<file path="src/rtl/led_sweep_scheduler.sv">
// rtl/led_sweep_scheduler.sv - round-robin shared LED bank pattern sequencer
// Optional hold-to-play abort: define LED_ABORT_ON_RELEASE_EN.
module led_sweep_scheduler #(
    parameter int N_REQ    = 4,
    parameter int NUM_LED  = 8,
    parameter int STEP_DIV = 4
) (
    input  logic               clk,
    input  logic               rst,
    input  logic [N_REQ-1:0]   req,
    output logic [NUM_LED-1:0] led,
    output logic [N_REQ-1:0]   grant,
    output logic               busy,
    output logic               done,
    output logic               abort
);
    localparam int IDX_W  = $clog2(N_REQ);
    localparam int STEP_W = (NUM_LED > 1) ? $clog2(NUM_LED) : 1;
    localparam int DIV_W  = (STEP_DIV > 1) ? $clog2(STEP_DIV) : 1;

    localparam logic [1:0] ST_IDLE = 2'd0;
    localparam logic [1:0] ST_RUN  = 2'd1;
    localparam logic [1:0] ST_GAP  = 2'd2;

    logic [1:0]         state_q, state_d;
    logic [N_REQ-1:0]   req_q;
    logic [N_REQ-1:0]   pending_q, pending_d;
    logic [N_REQ-1:0]   grant_q, grant_d;
    logic [IDX_W-1:0]   own_q, own_d;
    logic [IDX_W-1:0]   last_q, last_d;
    logic [STEP_W-1:0]  step_q, step_d;
    logic [DIV_W-1:0]   div_q, div_d;
    logic [NUM_LED-1:0] led_q, led_d;
    logic               done_q, done_d;

    logic [N_REQ-1:0]   rise;
    logic [IDX_W-1:0]   pick;
    logic [IDX_W-1:0]   idx_v;
    logic               div_end;
    logic               rel;

    function automatic logic [NUM_LED-1:0] pat(input logic [IDX_W-1:0] g,
                                               input logic [STEP_W-1:0] s);
        logic [NUM_LED-1:0] r;
        r = '0;
        for (int i = 0; i < NUM_LED; i++) begin
            case (int'(g) % 4)
                0:       r[i] = (i == int'(s));
                1:       r[i] = (i == NUM_LED - 1 - int'(s));
                2:       r[i] = (i <= int'(s));
                default: r[i] = ((i % 2) == (int'(s) % 2));
            endcase
        end
        return r;
    endfunction

    assign rise    = req & ~req_q;
    assign div_end = (div_q == DIV_W'(STEP_DIV - 1));
    assign busy    = (state_q == ST_RUN) || (state_q == ST_GAP);
    assign led     = led_q;
    assign grant   = grant_q;
    assign done    = done_q;

`ifdef LED_ABORT_ON_RELEASE_EN
    logic abort_q;
    assign rel   = busy && !req_q[own_q];
    assign abort = abort_q;
`else
    assign rel   = 1'b0;
    assign abort = 1'b0;
`endif

    // Walk downward so the nearest pending index after last_q wins.
    always_comb begin
        pick  = '0;
        idx_v = '0;
        for (int i = N_REQ; i >= 1; i--) begin
            idx_v = IDX_W'((int'(last_q) + i) % N_REQ);
            if (pending_q[idx_v]) pick = idx_v;
        end
    end

    always_comb begin
        state_d   = state_q;
        pending_d = pending_q | rise;
        grant_d   = grant_q;
        own_d     = own_q;
        last_d    = last_q;
        step_d    = step_q;
        div_d     = div_q;
        led_d     = led_q;
        done_d    = 1'b0;
        case (state_q)
            ST_IDLE: begin
                if (pending_q != '0) begin
                    own_d     = pick;
                    grant_d   = N_REQ'(1) << pick;
                    pending_d = (pending_q & ~(N_REQ'(1) << pick)) | rise;
                    step_d    = '0;
                    div_d     = '0;
                    led_d     = pat(pick, '0);
                    state_d   = ST_RUN;
                end
            end
            ST_RUN, ST_GAP: begin
                if (rel) begin
                    led_d   = '0;
                    grant_d = '0;
                    last_d  = own_q;
                    div_d   = '0;
                    state_d = ST_IDLE;
                end else if (!div_end) begin
                    div_d = div_q + DIV_W'(1);
                end else begin
                    div_d = '0;
                    if (state_q == ST_GAP) begin
                        grant_d = '0;
                        last_d  = own_q;
                        done_d  = 1'b1;
                        state_d = ST_IDLE;
                    end else if (step_q != STEP_W'(NUM_LED - 1)) begin
                        step_d = step_q + STEP_W'(1);
                        led_d  = pat(own_q, step_q + STEP_W'(1));
                    end else begin
                        led_d   = '0;
                        state_d = ST_GAP;
                    end
                end
            end
            default: begin
                state_d = ST_IDLE;
                grant_d = '0;
                led_d   = '0;
            end
        endcase
    end

    always_ff @(posedge clk or posedge rst) begin
        if (rst) begin
            state_q   <= ST_IDLE;
            req_q     <= '0;
            pending_q <= '0;
            grant_q   <= '0;
            own_q     <= '0;
            last_q    <= IDX_W'(N_REQ - 1);
            step_q    <= '0;
            div_q     <= '0;
            led_q     <= '0;
            done_q    <= 1'b0;
        end else begin
            state_q   <= state_d;
            req_q     <= req;
            pending_q <= pending_d;
            grant_q   <= grant_d;
            own_q     <= own_d;
            last_q    <= last_d;
            step_q    <= step_d;
            div_q     <= div_d;
            led_q     <= led_d;
            done_q    <= done_d;
        end
    end

`ifdef LED_ABORT_ON_RELEASE_EN
    always_ff @(posedge clk or posedge rst) begin
        if (rst) abort_q <= 1'b0;
        else     abort_q <= rel;
    end
`endif

endmodule
</file>
<file path="config.mk">
export PLATFORM = sky130hd
export DESIGN_NAME = led_sweep_scheduler
export DESIGN_NICKNAME = d
export VERILOG_FILES = /design/src/rtl/led_sweep_scheduler.sv
export SDC_FILE = /design/constraint.sdc
export NUM_CORES = 1
export LEC_CHECK = 0
export ABC_AREA = 1
export CORE_ASPECT_RATIO = 0.7
export CORE_MARGIN = 2
export CORE_UTILIZATION = 40
export CTS_CLUSTER_DIAMETER = 30
export DETAILED_ROUTE_END_ITERATION = 8
export DONT_BUFFER_PORTS = 1
export SLEW_MARGIN = 20
export SYNTH_ARGS = -nofsm -noshare
export SYNTH_HDL_FRONTEND = slang
export SYNTH_SLANG_ARGS = --single-unit
</file>
<file path="constraint.sdc">
create_clock -name clk -period 2.35 [get_ports clk]
set_clock_uncertainty 0.1 [all_clocks]
set_input_delay 0.235 -clock clk [delete_from_list [all_inputs] [get_ports clk]]
set_output_delay 0.235 -clock clk [all_outputs]
set_load 0.005 [all_outputs]
</file>
==> key figures <==
Pwr
  • Leakage power: 1.169 nW
  • VDD IR max: 0.2337 mV
  • Pwr Total: between 1 and 1.5 mW
  • Power per cell area: about 460 nW/um2

Place
  • HPWL after detailed placement: 3336 um
  • Cells after DPL: about 330
  • DP Area: 2079 um2
  • Placer Congestion: 0.9903
  • Buffers added on ports: 0

Timing
  • Final setup viols: 0
  • Setup TNS: 0 ns
  • Final Cycle Share: 90.61%
  • Post-layout min period: ~2.1 ns
  • Final Slew Violations: 0
  • RSZ-0062 raised after global routing: no
  • Hold Fails Final Rpt: 0
  • Fmax: 469.6 MHz

Synth
  • Synthesized Nets: 278
  • Top post-synthesis cells by count: nand2_1 (82), inv_1 (34), dfrtp_1 (30)
  • Syn. warnings: 0
  • Area of the mapped netlist: ~2000 um2
  • Yosys cell types: 37
  • Syn Inst Count: 261
  • Primary FF master, synth: dfrtp_1
  • Synth area leaders: dfrtp_1 (37%), nand2_1 (15%), ha_1 (6.9%), inv_1 (6.4%), nand2_4 (3.4%)
  • Sequential-to-total area share from yosys stat: 40.02%
  • Number of enable flip-flop cells after synthesis: 0
  • Most frequent cell after synthesis: nand2_1
  • Area leader, netlist: dfrtp_1
  • Yosys top cell area share: 37.41%
  • Mean area per synthesized cell: 7.689 um2
  • FF+latch count, synth: 32
  • Ys async rst share: 100.0%

Routing
  • Routed length per instance: between 10 and 15 um
  • Avg Vias per Cell: 4.733
  • DRC viols: 0
  • Pre-Repair DR Iteration Count: 4
  • Total Routed Length: around 4400 um
  • Post-route antenna net violation count: 0
  • Total number of vias: 1,614
  • Drt initial violations: around 120

Critical path
  • Worst EP arrival: 2.21 ns
  • Reg-to-reg endpoint: led[2]$_DFFE_PP0P_
  • Crit Reg-Reg Startpoint: step_q[0]$_DFFE_PP0P_
  • CP required: 2.43 ns
  • Critical path endpoint category: register
  • CP Launch Type: register
  • Worst R2R Setup Slack: 0.22 ns
  • Crit-path max FO: 9
  • Worst reg2reg path depth: 11
  • Critical path type: register to register

Floorplanning
  • Chip width: 88.66 um
  • # rows: 21
  • Core Box Area: 4808 um2
  • Die height: 63.27 um
  • Die area: 5609 um2
  • I/O pin cnt: 21
  • Initial Utilization: 41.74%

CTS
  • TritonCTS Buffers: 5
  • Clk root buf: clkbuf_8
  • CTS tree: built
  • H-tree depth: 2
  • Worst-path clk slew: 0.07 ns
  • Post-CTS resize count: 0
  • Clk_lat worst skew: 0.29 ns
  • Clock sink count: 32
  • Clk buf depth: 2

Hold path
  • Hold path depth: 3
  • Hold crit path type: input pin to register
  • Hold Startpoint: req[2]
  • Hold worst-path end: pending_q[2]$_DFF_PP0_

Cells and area
  • Layout Nets: 288
  • Finished Layout Cells: approximately 340
  • Final instance area: 2220 um2
  • Final Core Density: 46.16%
  • Layout cell share with drive strength beyond 1: 15.44%
  • Diode count: 0
  • Area Overhead vs Synth: 10.60%

Status
  • Status: finished clean

Global routing
  • Total track usage: 17.38%
  • First-pass GRT wire length: ~7300 um
  • Largest net degree at the start of global routing: 27
  • Global route overflow: 0
  • Initial antenna violation count: 0
  • Vias in the first global route: 1,497

Run
  • Max-Cap Viols: 0
## what timing repair did
action | CTS | global route
hold buffers | 5 | 0
buffers inserted | 0 | 0
endpoints found under the hold margin | 13 | 0
## layout by cell type, fill, tap and decap left out, types with 2 or more instances in the layout
cell	instances
o21ai_0	11
nor3_1	3
nand2_4	6
buf_4	2
o211ai_1	2
dfstp_2	2
nor2_4	3
nand3_1	11
o21ai_1	7
nand2_1	82
inv_2	5
clkbuf_8	6
dfrtp_1	30
dlygate4sd3_1	5
nand2_2	10
nor2_1	12
nor4_1	2
inv_1	34
ha_1	11
nor2_2	2
clkbuf_1	2
o22ai_1	2
a21oi_1	5
nand3_2	3
## power breakdown
part | leakage (nW) | internal [mW] | switching, mW
Sequential | 0.365 | 0.555 | 0.00111
Combinational | 0.758 | 0.00943 | 0.0175
Clock | 0.0455 | 0.239 | 0.203
Total | 1.17 | 0.803 | 0.222
## per-layer routing
metal	GRT usage, %	share of wire [%]	vias up
met4	6.818	0.32	0
li1	-	-	837
met5	0	0	-
met3	4.980	6.9	2
met2	20.71	37	50
met1	28.17	55	725
## kinds of logic (layout without fill, tap and decap cells)
group / Yosys count / count (layout) / synth area share, %
simple gates: 137 / 137 / 32.92
buf+inv: 45 / 56 / 9.476
compound gates: 34 / 34 / 10.10
flops: 32 / 32 / 40.02
fa+ha+maj: 11 / 11 / 6.858
other cells: 1 / 1 / 0.1869
xor+xnor: 1 / 1 / 0.4365
## worst max-delay path, cell delays in order, from the launching register on
cell      delay (ns)
dfrtp_1         0.49
ha_1            0.25
ha_1            0.44
inv_1           0.15
nand3_1         0.11
o21ai_0         0.10
nand2b_1        0.08
nand2_1         0.05
o211ai_1        0.08
nand2_1         0.07
nand2_1         0.06
nand2_1         0.04
## final cells by class
| class | count | area [um2] |
|---|---|---|
| inverters | 41 | 161.4 |
| repair buffers | 7 | 65.06 |
| fillers | 503 | 2589 |
| flip-flops and latches | 32 | 803.3 |
| well taps | 69 | 86.33 |
| multi-input cells | 184 | 1013 |
| clock buffers | 8 | 90.09 |
## metrics by stage
step,hold WS [ns],setup slack (ns)
4_1_cts,0.09680,0.2242
2_1_floorplan,0.1664,0.4531
3_3_place_gp,-0.04017,0.3159
6_report,0.1014,0.2207
3_5_place_dp,-0.03991,0.2413
5_1_grt,0.1141,0.04443
## registers in the layout, summed over array words and instances, names as in the netlist
| register | flops |
|---|---|
| own_q | 2 |
| state_q | 2 |
| last_q | 2 |
| div_q | 2 |
| step_q | 3 |
| pending_q | 4 |
| led | 8 |
| req_q | 4 |
| done | 1 |
| grant | 4 |
## worst max path at each step
stage / startpoint / end / slack, ns / cells after the start
after global placement: step_q[0]$_DFFE_PP0P_ / led[2]$_DFFE_PP0P_ / 0.32 / 11
final: step_q[0]$_DFFE_PP0P_ / led[2]$_DFFE_PP0P_ / 0.22 / 11
after CTS: step_q[0]$_DFFE_PP0P_ / led[2]$_DFFE_PP0P_ / 0.22 / 11
after detailed placement: step_q[0]$_DFFE_PP0P_ / led[2]$_DFFE_PP0P_ / 0.24 / 11
after global routing: step_q[0]$_DFFE_PP0P_ / led[2]$_DFFE_PP0P_ / 0.04 / 11
after floorplan: step_q[0]$_DFFE_PP0P_ / led[1]$_DFFE_PP0P_ / 0.45 / 8
Power figures use the tool's default switching activity.
